$ cat config.mk
export PLATFORM = sky130hd
export DESIGN_NAME = uart_rx_cfg
export DESIGN_NICKNAME = d
export VERILOG_FILES = /design/src/rtl/uart_rx_cfg.sv
export SDC_FILE = /design/constraint.sdc
export NUM_CORES = 1
export LEC_CHECK = 0
export ABC_CLOCK_PERIOD_IN_PS = 2560
export CAP_MARGIN = 20
export CORE_UTILIZATION = 48
export DETAILED_ROUTE_END_ITERATION = 10
export PLACE_DENSITY = 0.69
export SLEW_MARGIN = 40
export SYNTH_ARGS = -nofsm -noshare
export SYNTH_HDL_FRONTEND = slang
export SYNTH_SLANG_ARGS = --single-unit
$ cat constraint.sdc
create_clock -name clk -period 2.56 [get_ports clk]
set_input_delay 0.512 -clock clk [delete_from_list [all_inputs] [get_ports clk]]
set_output_delay 0.512 -clock clk [all_outputs]
set_load 0.01 [all_outputs]
$ cat src/rtl/uart_rx_cfg.sv
// Oversampled UART receiver with configurable data, parity and stop bits.
// Define UART_RX_MAJORITY_EN to take a 2-of-3 majority of the last three ticks of each bit.
module uart_rx_cfg #(
  parameter int DATA_BITS  = 8,
  parameter int OVERSAMPLE = 16,
  parameter int PARITY     = 0,
  parameter int STOP_BITS  = 1
) (
  input  logic                 clk,
  input  logic                 reset_n,
  input  logic                 clk_enb,
  input  logic                 rx,
  input  logic                 ready_clr,
  output logic [DATA_BITS-1:0] data_out,
  output logic                 ready,
  output logic                 parity_err,
  output logic                 frame_err,
  output logic                 overrun
);

  localparam int CW = $clog2(OVERSAMPLE);
  localparam int BW = (DATA_BITS > 1) ? $clog2(DATA_BITS) : 1;
  localparam logic [CW-1:0] CNT_HALF = CW'(OVERSAMPLE / 2 - 1);
  localparam logic [CW-1:0] CNT_LAST = CW'(OVERSAMPLE - 1);
  localparam logic [BW-1:0] BIT_LAST = BW'(DATA_BITS - 1);
  localparam logic          STOP_LAST = 1'(STOP_BITS - 1);
  localparam logic          ODD_MODE  = 1'(PARITY == 2);

  typedef enum logic [2:0] {
    ST_IDLE,
    ST_START,
    ST_DATA,
    ST_PARITY,
    ST_STOP
  } state_t;

  state_t                 state_q;
  logic [CW-1:0]          cnt_q;
  logic [BW-1:0]          bit_q;
  logic                   stop_q;
  logic [DATA_BITS-1:0]   shift_q;
  logic                   perr_q;
  logic                   ferr_q;
  logic                   rx_meta_q;
  logic                   rx_sync_q;
  logic [DATA_BITS-1:0]   data_out_q;
  logic                   ready_q;
  logic                   parity_err_q;
  logic                   frame_err_q;
  logic                   overrun_q;
  logic                   bit_d;
  logic                   par_bad_d;

  always_ff @(posedge clk) begin
    if (!reset_n) begin
      rx_meta_q <= 1'b1;
      rx_sync_q <= 1'b1;
    end else begin
      rx_meta_q <= rx;
      rx_sync_q <= rx_meta_q;
    end
  end

`ifdef UART_RX_MAJORITY_EN
  logic maj_a_q;
  logic maj_b_q;
  logic in_bit;

  assign in_bit = (state_q == ST_DATA) || (state_q == ST_PARITY) || (state_q == ST_STOP);

  always_ff @(posedge clk) begin
    if (!reset_n) begin
      maj_a_q <= 1'b1;
      maj_b_q <= 1'b1;
    end else if (clk_enb && in_bit) begin
      if (cnt_q == CW'(OVERSAMPLE - 3)) maj_a_q <= rx_sync_q;
      if (cnt_q == CW'(OVERSAMPLE - 2)) maj_b_q <= rx_sync_q;
    end
  end

  assign bit_d = (maj_a_q & maj_b_q) | (maj_a_q & rx_sync_q) | (maj_b_q & rx_sync_q);
`else
  assign bit_d = rx_sync_q;
`endif

  // Even mode wants data^parity == 0, odd mode wants it == 1.
  assign par_bad_d = (^shift_q) ^ bit_d ^ ODD_MODE;

  always_ff @(posedge clk) begin
    if (!reset_n) begin
      state_q      <= ST_IDLE;
      cnt_q        <= '0;
      bit_q        <= '0;
      stop_q       <= 1'b0;
      shift_q      <= '0;
      perr_q       <= 1'b0;
      ferr_q       <= 1'b0;
      data_out_q   <= '0;
      ready_q      <= 1'b0;
      parity_err_q <= 1'b0;
      frame_err_q  <= 1'b0;
      overrun_q    <= 1'b0;
    end else begin
      if (ready_clr) begin
        ready_q      <= 1'b0;
        parity_err_q <= 1'b0;
        frame_err_q  <= 1'b0;
        overrun_q    <= 1'b0;
      end
      if (clk_enb) begin
        case (state_q)
          ST_IDLE: begin
            cnt_q <= '0;
            bit_q <= '0;
            if (!rx_sync_q) state_q <= ST_START;
          end
          ST_START: begin
            if (cnt_q == CNT_HALF) begin
              cnt_q   <= '0;
              bit_q   <= '0;
              stop_q  <= 1'b0;
              perr_q  <= 1'b0;
              ferr_q  <= 1'b0;
              state_q <= rx_sync_q ? ST_IDLE : ST_DATA;
            end else begin
              cnt_q <= cnt_q + CW'(1);
            end
          end
          ST_DATA: begin
            if (cnt_q == CNT_LAST) begin
              cnt_q   <= '0;
              shift_q <= {bit_d, shift_q[DATA_BITS-1:1]};
              if (bit_q == BIT_LAST) begin
                state_q <= (PARITY != 0) ? ST_PARITY : ST_STOP;
              end else begin
                bit_q <= bit_q + BW'(1);
              end
            end else begin
              cnt_q <= cnt_q + CW'(1);
            end
          end
          ST_PARITY: begin
            if (cnt_q == CNT_LAST) begin
              cnt_q   <= '0;
              perr_q  <= par_bad_d;
              state_q <= ST_STOP;
            end else begin
              cnt_q <= cnt_q + CW'(1);
            end
          end
          ST_STOP: begin
            if (cnt_q == CNT_LAST) begin
              cnt_q <= '0;
              if (stop_q == STOP_LAST) begin
                // Deliver on the last stop sample; this overrides a same-edge ready_clr.
                stop_q       <= 1'b0;
                state_q      <= ST_IDLE;
                data_out_q   <= shift_q;
                ready_q      <= 1'b1;
                parity_err_q <= perr_q;
                frame_err_q  <= ferr_q | ~bit_d;
                overrun_q    <= ready_q & ~ready_clr;
              end else begin
                stop_q <= 1'b1;
                ferr_q <= ferr_q | ~bit_d;
              end
            end else begin
              cnt_q <= cnt_q + CW'(1);
            end
          end
          default: state_q <= ST_IDLE;
        endcase
      end
    end
  end

  assign data_out   = data_out_q;
  assign ready      = ready_q;
  assign parity_err = parity_err_q;
  assign frame_err  = frame_err_q;
  assign overrun    = overrun_q;

endmodule

==> flow_metrics.tcl, run 1 <==
set metrics [dict create \
    status "completed" \
    row_count 20 \
    fp.coreArea_mm2 0.00310 \
    dp.cells 246 \
    grt_util_all_layers 0.217 \
    r2r_end "bit_q[1]" \
    drt_iter0_markers 64 \
    reg2reg_setup_slack_ns 0.65 \
    synth_edf_count 0 \
    nFillCells 300 \
    p_sw_mw 0.205 \
    synth_cell_types 43 \
    diodes 0 \
    synthFlopType "dfxtp_1" \
    cts_buffers 5 \
    start_util 0.515 \
    crit_path_max_fanout 7 \
    ys_warn_count 0 \
    ctsLongestPathBuffers 2 \
    worstSetupPathType "flip-flop to flip-flop" \
    path_buf_inv 0 \
    fmax_mhz 525 \
    swShare 0.240 \
    grt_pass1_wl_um 5740 \
    rsz0062_at_grt "no" \
    worstSetupEndpointType "flip-flop" \
    path_cells "ha_1, and3_1, a211oi_1, or4b_1, a21oi_1" \
    wl_per_cell_um 13.5 \
    drt-vias-per-instance 5.62 \
    overflow 0 \
    antenna_found_initial 0 \
    grt_max_degree 21 \
    vias 1423 \
    syn_inst 192 \
    ctsHoldBuffers 0 \
    p_comb_frac 0.046 \
    gp_congestion 0.848 \
    worst-r2r-cell-count 5 \
    nets 217 \
    cts_tree "done" \
    critPathArrivalTime_ns 2.18 \
    ys_seq_area_frac 0.426 \
    final_util 0.594 \
    h-tree-depth 2 \
    cts_root_buf "clkbuf_4" \
    cts.repair.resized 0 \
    pin_count 17 \
    avgSynthCellArea_um2 8.32 \
    drt_pass1_iterations 5 \
    syn2layout_area_growth_pct 15.4 \
    relSlewSlack 0.573 \
    skew_ns 0.00304 \
    fin_cells 253 \
    fin_tns_setup_ns 0 \
    dpl.hpwl_um 2390 \
    layout_common_cells "dfxtp_1 (34), nand2_1 (33), a21oi_1 (26), clkdlybuf4s50_1 (16), o21ai_0 (13)" \
    portBuffers 16 \
    worstHoldPathType "flip-flop to flip-flop" \
    synth_nets 200 \
    pwr-share-clk 0.326 \
    cp_top_family "simple AND/OR/NAND/NOR gates" \
    synth_area_mm2 0.00160 \
    multi_input_area_um2 846 \
    cp.required_ns 2.83 \
    setup_violations 0 \
    p_leak_nw 0.645 \
    worstReg2RegStart "cnt_q[0]" \
    period_share 0.745 \
    clkSinkCount 34 \
    drv_slew 0 \
    max_stage_delay_ns 0.54 \
    fin_crit_ns 1.91 \
    crit_end "bit_q[1]" \
    crit_path_start_kind "flip-flop" \
    async_flop_share 0 \
    cap_violations 0 \
    tightest_slew_ns 0.640 \
    antenna_left 0 \
    die_w_um 59.7 \
    hold_violations 0 \
    critPathLaunch "cnt_q[0]" \
    drc 0 \
    final_layout_size_suffix_gt1_frac 0.0622 \
    wl_um 3420 \
    die-area_mm2 0.00356 \
    first_global_vias 1285 \
    seq_area_um2 681 \
    die_h_um 59.7 \
    postCtsSetupRepairBufs 0 \
    peakVddDrop_uv 239 \
    power.internal_mw 0.646 \
    ys_ff_latch 34 \
    p_seq_frac 0.628 \
    clkTransAtPathRegs_ns 0.10 \
    final_common_cell "dfxtp_1" \
    finalPower_mw 0.851 \
    timing.hold.ws_ns 0.425 \
    insertion_delay_ns 0.34 \
    cp.depth 5 \
    slowest_stage "or4b_1" \
    pwr_density_cell_mw_per_mm2 462 \
]
-- worst min-delay path by stage --
stage	from	end	slack (ns)	cells after the start
2_1_floorplan	rx_meta_q	bit_d	0.39	1
3_3_place_gp	rx_meta_q	bit_d	0.39	1
3_5_place_dp	rx_meta_q	bit_d	0.40	1
4_1_cts	rx_meta_q	bit_d	0.43	1
5_1_grt	rx_meta_q	bit_d	0.47	1
6_report	rx_meta_q	bit_d	0.42	1
-- sequential cells by signal, summed over array words and instances, names as in the netlist --
register	flops
perr_q	1
shift_q	8
ferr_q	1
data_out	8
bit_q	3
parity_err	1
cnt_q	4
bit_d	1
frame_err	1
state_q	3
rx_meta_q	1
overrun	1
ready	1
-- cell families after synthesis --
group	after synthesis	share of synthesized area
buf+inv	15	0.0439
simple gates	78	0.255
fa+ha+maj	4	0.0298
flops	34	0.426
mux	1	0.00627
compound gates	51	0.181
xor+xnor	9	0.0580
-- layout make-up --
| class | count | share of cell area |
|---|---|---|
| multi-input combinational | 143 | 0.459 |
| sequential | 34 | 0.370 |
| timing repair buffer | 21 | 0.107 |
| tap | 44 | 0.0299 |
| clock buffer | 5 | 0.0204 |
| inverter | 4 | 0.00815 |
| clock inverter | 2 | 0.00543 |
-- synth_stat cells, types with 2 or more instances --
master / instances / share of area
dfxtp_1: 34 / 0.43
nand2_1: 33 / 0.078
a21oi_1: 26 / 0.082
o21ai_0: 13 / 0.041
nor2_1: 7 / 0.016
nand2b_1: 6 / 0.024
buf_2: 5 / 0.016
nor3_1: 5 / 0.016
xnor2_1: 5 / 0.027
clkbuf_1: 4 / 0.0094
inv_1: 4 / 0.0094
or4_1: 4 / 0.019
ha_1: 3 / 0.024
nand3_1: 3 / 0.0094
nand3b_1: 3 / 0.014
o41ai_1: 3 / 0.016
or3_1: 3 / 0.012
xor2_1: 3 / 0.016
a31oi_1: 2 / 0.0078
and2_1: 2 / 0.0078
or4b_1: 2 / 0.013
-- power groups by stage --
stage / sequential [mW] / clock (mW) / combinational [mW]
after global placement: 0.547 / 0 / 0.0379
after floorplan: 0.545 / 0 / 0.0262
after detailed placement: 0.547 / 0 / 0.0388
final: 0.535 / 0.277 / 0.0392
after global routing: 0.536 / 0.310 / 0.0431
after CTS: 0.535 / 0.285 / 0.0388
-- metrics by stage --
step                worst slack, ns  area [µm²]
finish                        0.654        1840
global route                  0.532        1840
CTS                           0.664        1840
detailed placement            0.486        1790
global placement              0.499        1790
floorplan                     0.890        1600
-- metal layers --
metal  wire, µm  vias up  GRT usage
met5          0        -          0
met4         45        0     0.0997
met3        147        5     0.0390
met2       1650       35      0.349
met1       1580      673      0.280
li1           -      710          -
No activity file was read; power rests on OpenSTA's default activity.
==> run 2: changes to the inputs <==
--- a/config.mk
+++ b/config.mk
@@ -5,11 +5,11 @@
 export SDC_FILE = /design/constraint.sdc
 export NUM_CORES = 1
 export LEC_CHECK = 0
-export ABC_CLOCK_PERIOD_IN_PS = 2560
+export ABC_CLOCK_PERIOD_IN_PS = 1700
 export CAP_MARGIN = 20
 export CORE_UTILIZATION = 48
 export DETAILED_ROUTE_END_ITERATION = 10
-export PLACE_DENSITY = 0.69
+export PLACE_DENSITY = 0.72
 export SLEW_MARGIN = 40
 export SYNTH_ARGS = -nofsm -noshare
 export SYNTH_HDL_FRONTEND = slang
==> constraint.sdc (replaced) <==
create_clock -name clk -period 1.7 [get_ports clk]
set_input_delay 0.34 -clock clk [delete_from_list [all_inputs] [get_ports clk]]
set_output_delay 0.34 -clock clk [all_outputs]
set_load 0.01 [all_outputs]
==> run 2 against run 1 <==
  * Clock power increased by 74%
  * Critical path depth decreased by 2
  * First-iteration DRC count decreased by 33%
  * Critical endpoint is now bit_q[2]
  * Worst setup slack got worse by 0.59 ns
  * Via count increased by 5.4%
  * Worst hold slack improved by 0.0054 ns
  * Final cell count increased by 9.1%
  * Clock-buffer cell count increased by 1
  * Largest power group unchanged
==> flow_metrics.tcl, run 2 (synthesis gave the netlist of run 1 again) <==
set metrics [dict create \
    clkTransAtPathRegs_ns 0.12 \
    final_common_cell "nand2_1" \
    start_util 0.515 \
    vias 1500 \
    worstSetupEndpointType "flip-flop" \
    cp.required_ns 1.98 \
    cap_violations 0 \
    diodes 0 \
    clkSinkCount 34 \
    fp.coreArea_mm2 0.00310 \
    grt_pass1_wl_um 6060 \
    worstHoldPathType "flip-flop to flip-flop" \
    antenna_found_initial 0 \
    wl_per_cell_um 13.2 \
    die_w_um 59.7 \
    fmax_mhz 611 \
    max_stage_delay_ns 0.54 \
    rsz0062_at_grt "no" \
    pin_count 17 \
    status "completed" \
    tightest_slew_ns 0.402 \
    drt_iter0_markers 43 \
    drt_pass1_iterations 4 \
    hold_violations 0 \
    row_count 20 \
    wl_um 3640 \
    fin_crit_ns 1.64 \
    grt_util_all_layers 0.231 \
    insertion_delay_ns 0.34 \
    first_global_vias 1403 \
    syn2layout_area_growth_pct 33.5 \
    crit_path_max_fanout 12 \
    drv_slew 0 \
    peakVddDrop_uv 399 \
    cts_tree "done" \
    cts_buffers 5 \
    path_buf_inv 0 \
    die-area_mm2 0.00356 \
    placed_area_mm2 0.00198 \
    worstSetupPathType "flip-flop to flip-flop" \
    grt_max_degree 15 \
    final_layout_size_suffix_gt1_frac 0.224 \
    h-tree-depth 2 \
    slowest_stage "or4b_1" \
    period_share 0.962 \
    overflow 0 \
    antenna_left 0 \
    pre_cts_ws_ns -0.176 \
    setup_violations 0 \
    die_h_um 59.7 \
    drc 0 \
    nets 239 \
    critPathArrivalTime_ns 1.91 \
    setup_ws_ns 0.0643 \
    gp_congestion 0.824 \
    ctsLongestPathBuffers 2 \
    crit_path_start_kind "flip-flop" \
    pwr_density_cell_mw_per_mm2 639 \
    skew_ns 0.0135 \
    drt-vias-per-instance 5.43 \
    path_cells "or3b_1, or4b_1, a21oi_1" \
    dpl.hpwl_um 2600 \
    cts_root_buf "clkbuf_4" \
    layout_common_cells "nand2_1 (33), dfxtp_1 (28), buf_4 (25), a21oi_1 (24), clkdlybuf4s50_1 (16)" \
    cp_top_family "simple AND/OR/NAND/NOR gates" \
    fin_area_mm2 0.00213 \
    portBuffers 16 \
    relSlewSlack 0.731 \
    finalPower_mw 1.36 \
    p_leak_nw 0.769 \
]
[run 2: power by group]
part	leakage [nW]	internal (mW)	switching [mW]
clock	0.0343	0.199	0.282
sequential	0.278	0.796	0.00682
combinational	0.456	0.0385	0.0391
total	0.769	1.03	0.328
[run 2: area by class of cell]
type | instances | area [µm²]
Fill cell | 249 | 972
Multi-Input combinational cell | 143 | 913
Sequential cell | 34 | 696
Timing Repair Buffer | 43 | 388
Tap cell | 44 | 55.1
Clock buffer | 6 | 51.3
Inverter | 4 | 15.0
Clock inverter | 2 | 12.5
[run 2: final timing paths]
path | from | end | slack (ns) | cells after the start
worst max-delay path | state_q[0] | bit_q[2] | 0.06 | 3
worst min-delay path | rx_meta_q | bit_d | 0.43 | 1
worst max register to register | state_q[0] | bit_q[2] | 0.06 | 3
worst min register to register | rx_meta_q | bit_d | 0.43 | 1
[run 2: what timing repair did]
| action | CTS | global route |
|---|---|---|
| pin swaps | 1 | 7 |
| resized for setup | 5 | 19 |
| cloned | 0 | 0 |
| hold buffers | 0 | 0 |
| setup endpoints to repair | 6 | 18 |
| buffers inserted | 0 | 1 |
[run 2: per-stage QoR]
stage / std cells / util / hold WS, ns / setup TNS (ns)
floorplan: 192 / - / 0.386 / 0
global placement: 267 / 0.637 / 0.395 / -1.40
detailed placement: 267 / 0.637 / 0.413 / -2.57
CTS: 275 / 0.662 / 0.443 / 0
global route: 276 / 0.687 / 0.457 / 0
finish: 276 / 0.687 / 0.430 / 0
[run 2: metal layers]
metal | track usage | wire (µm) | vias to the layer above
met5 | 0 | 0 | -
met4 | 0.113 | 65 | 0
met3 | 0.0649 | 139 | 7
met2 | 0.386 | 1810 | 34
met1 | 0.271 | 1630 | 706
li1 | - | - | 753
[run 2: worst register-to-register path, cell delays in order, from the launching register on]
cell     delay [ns]
dfxtp_4        0.42
or3b_1         0.46
or4b_1         0.54
a21oi_1        0.15
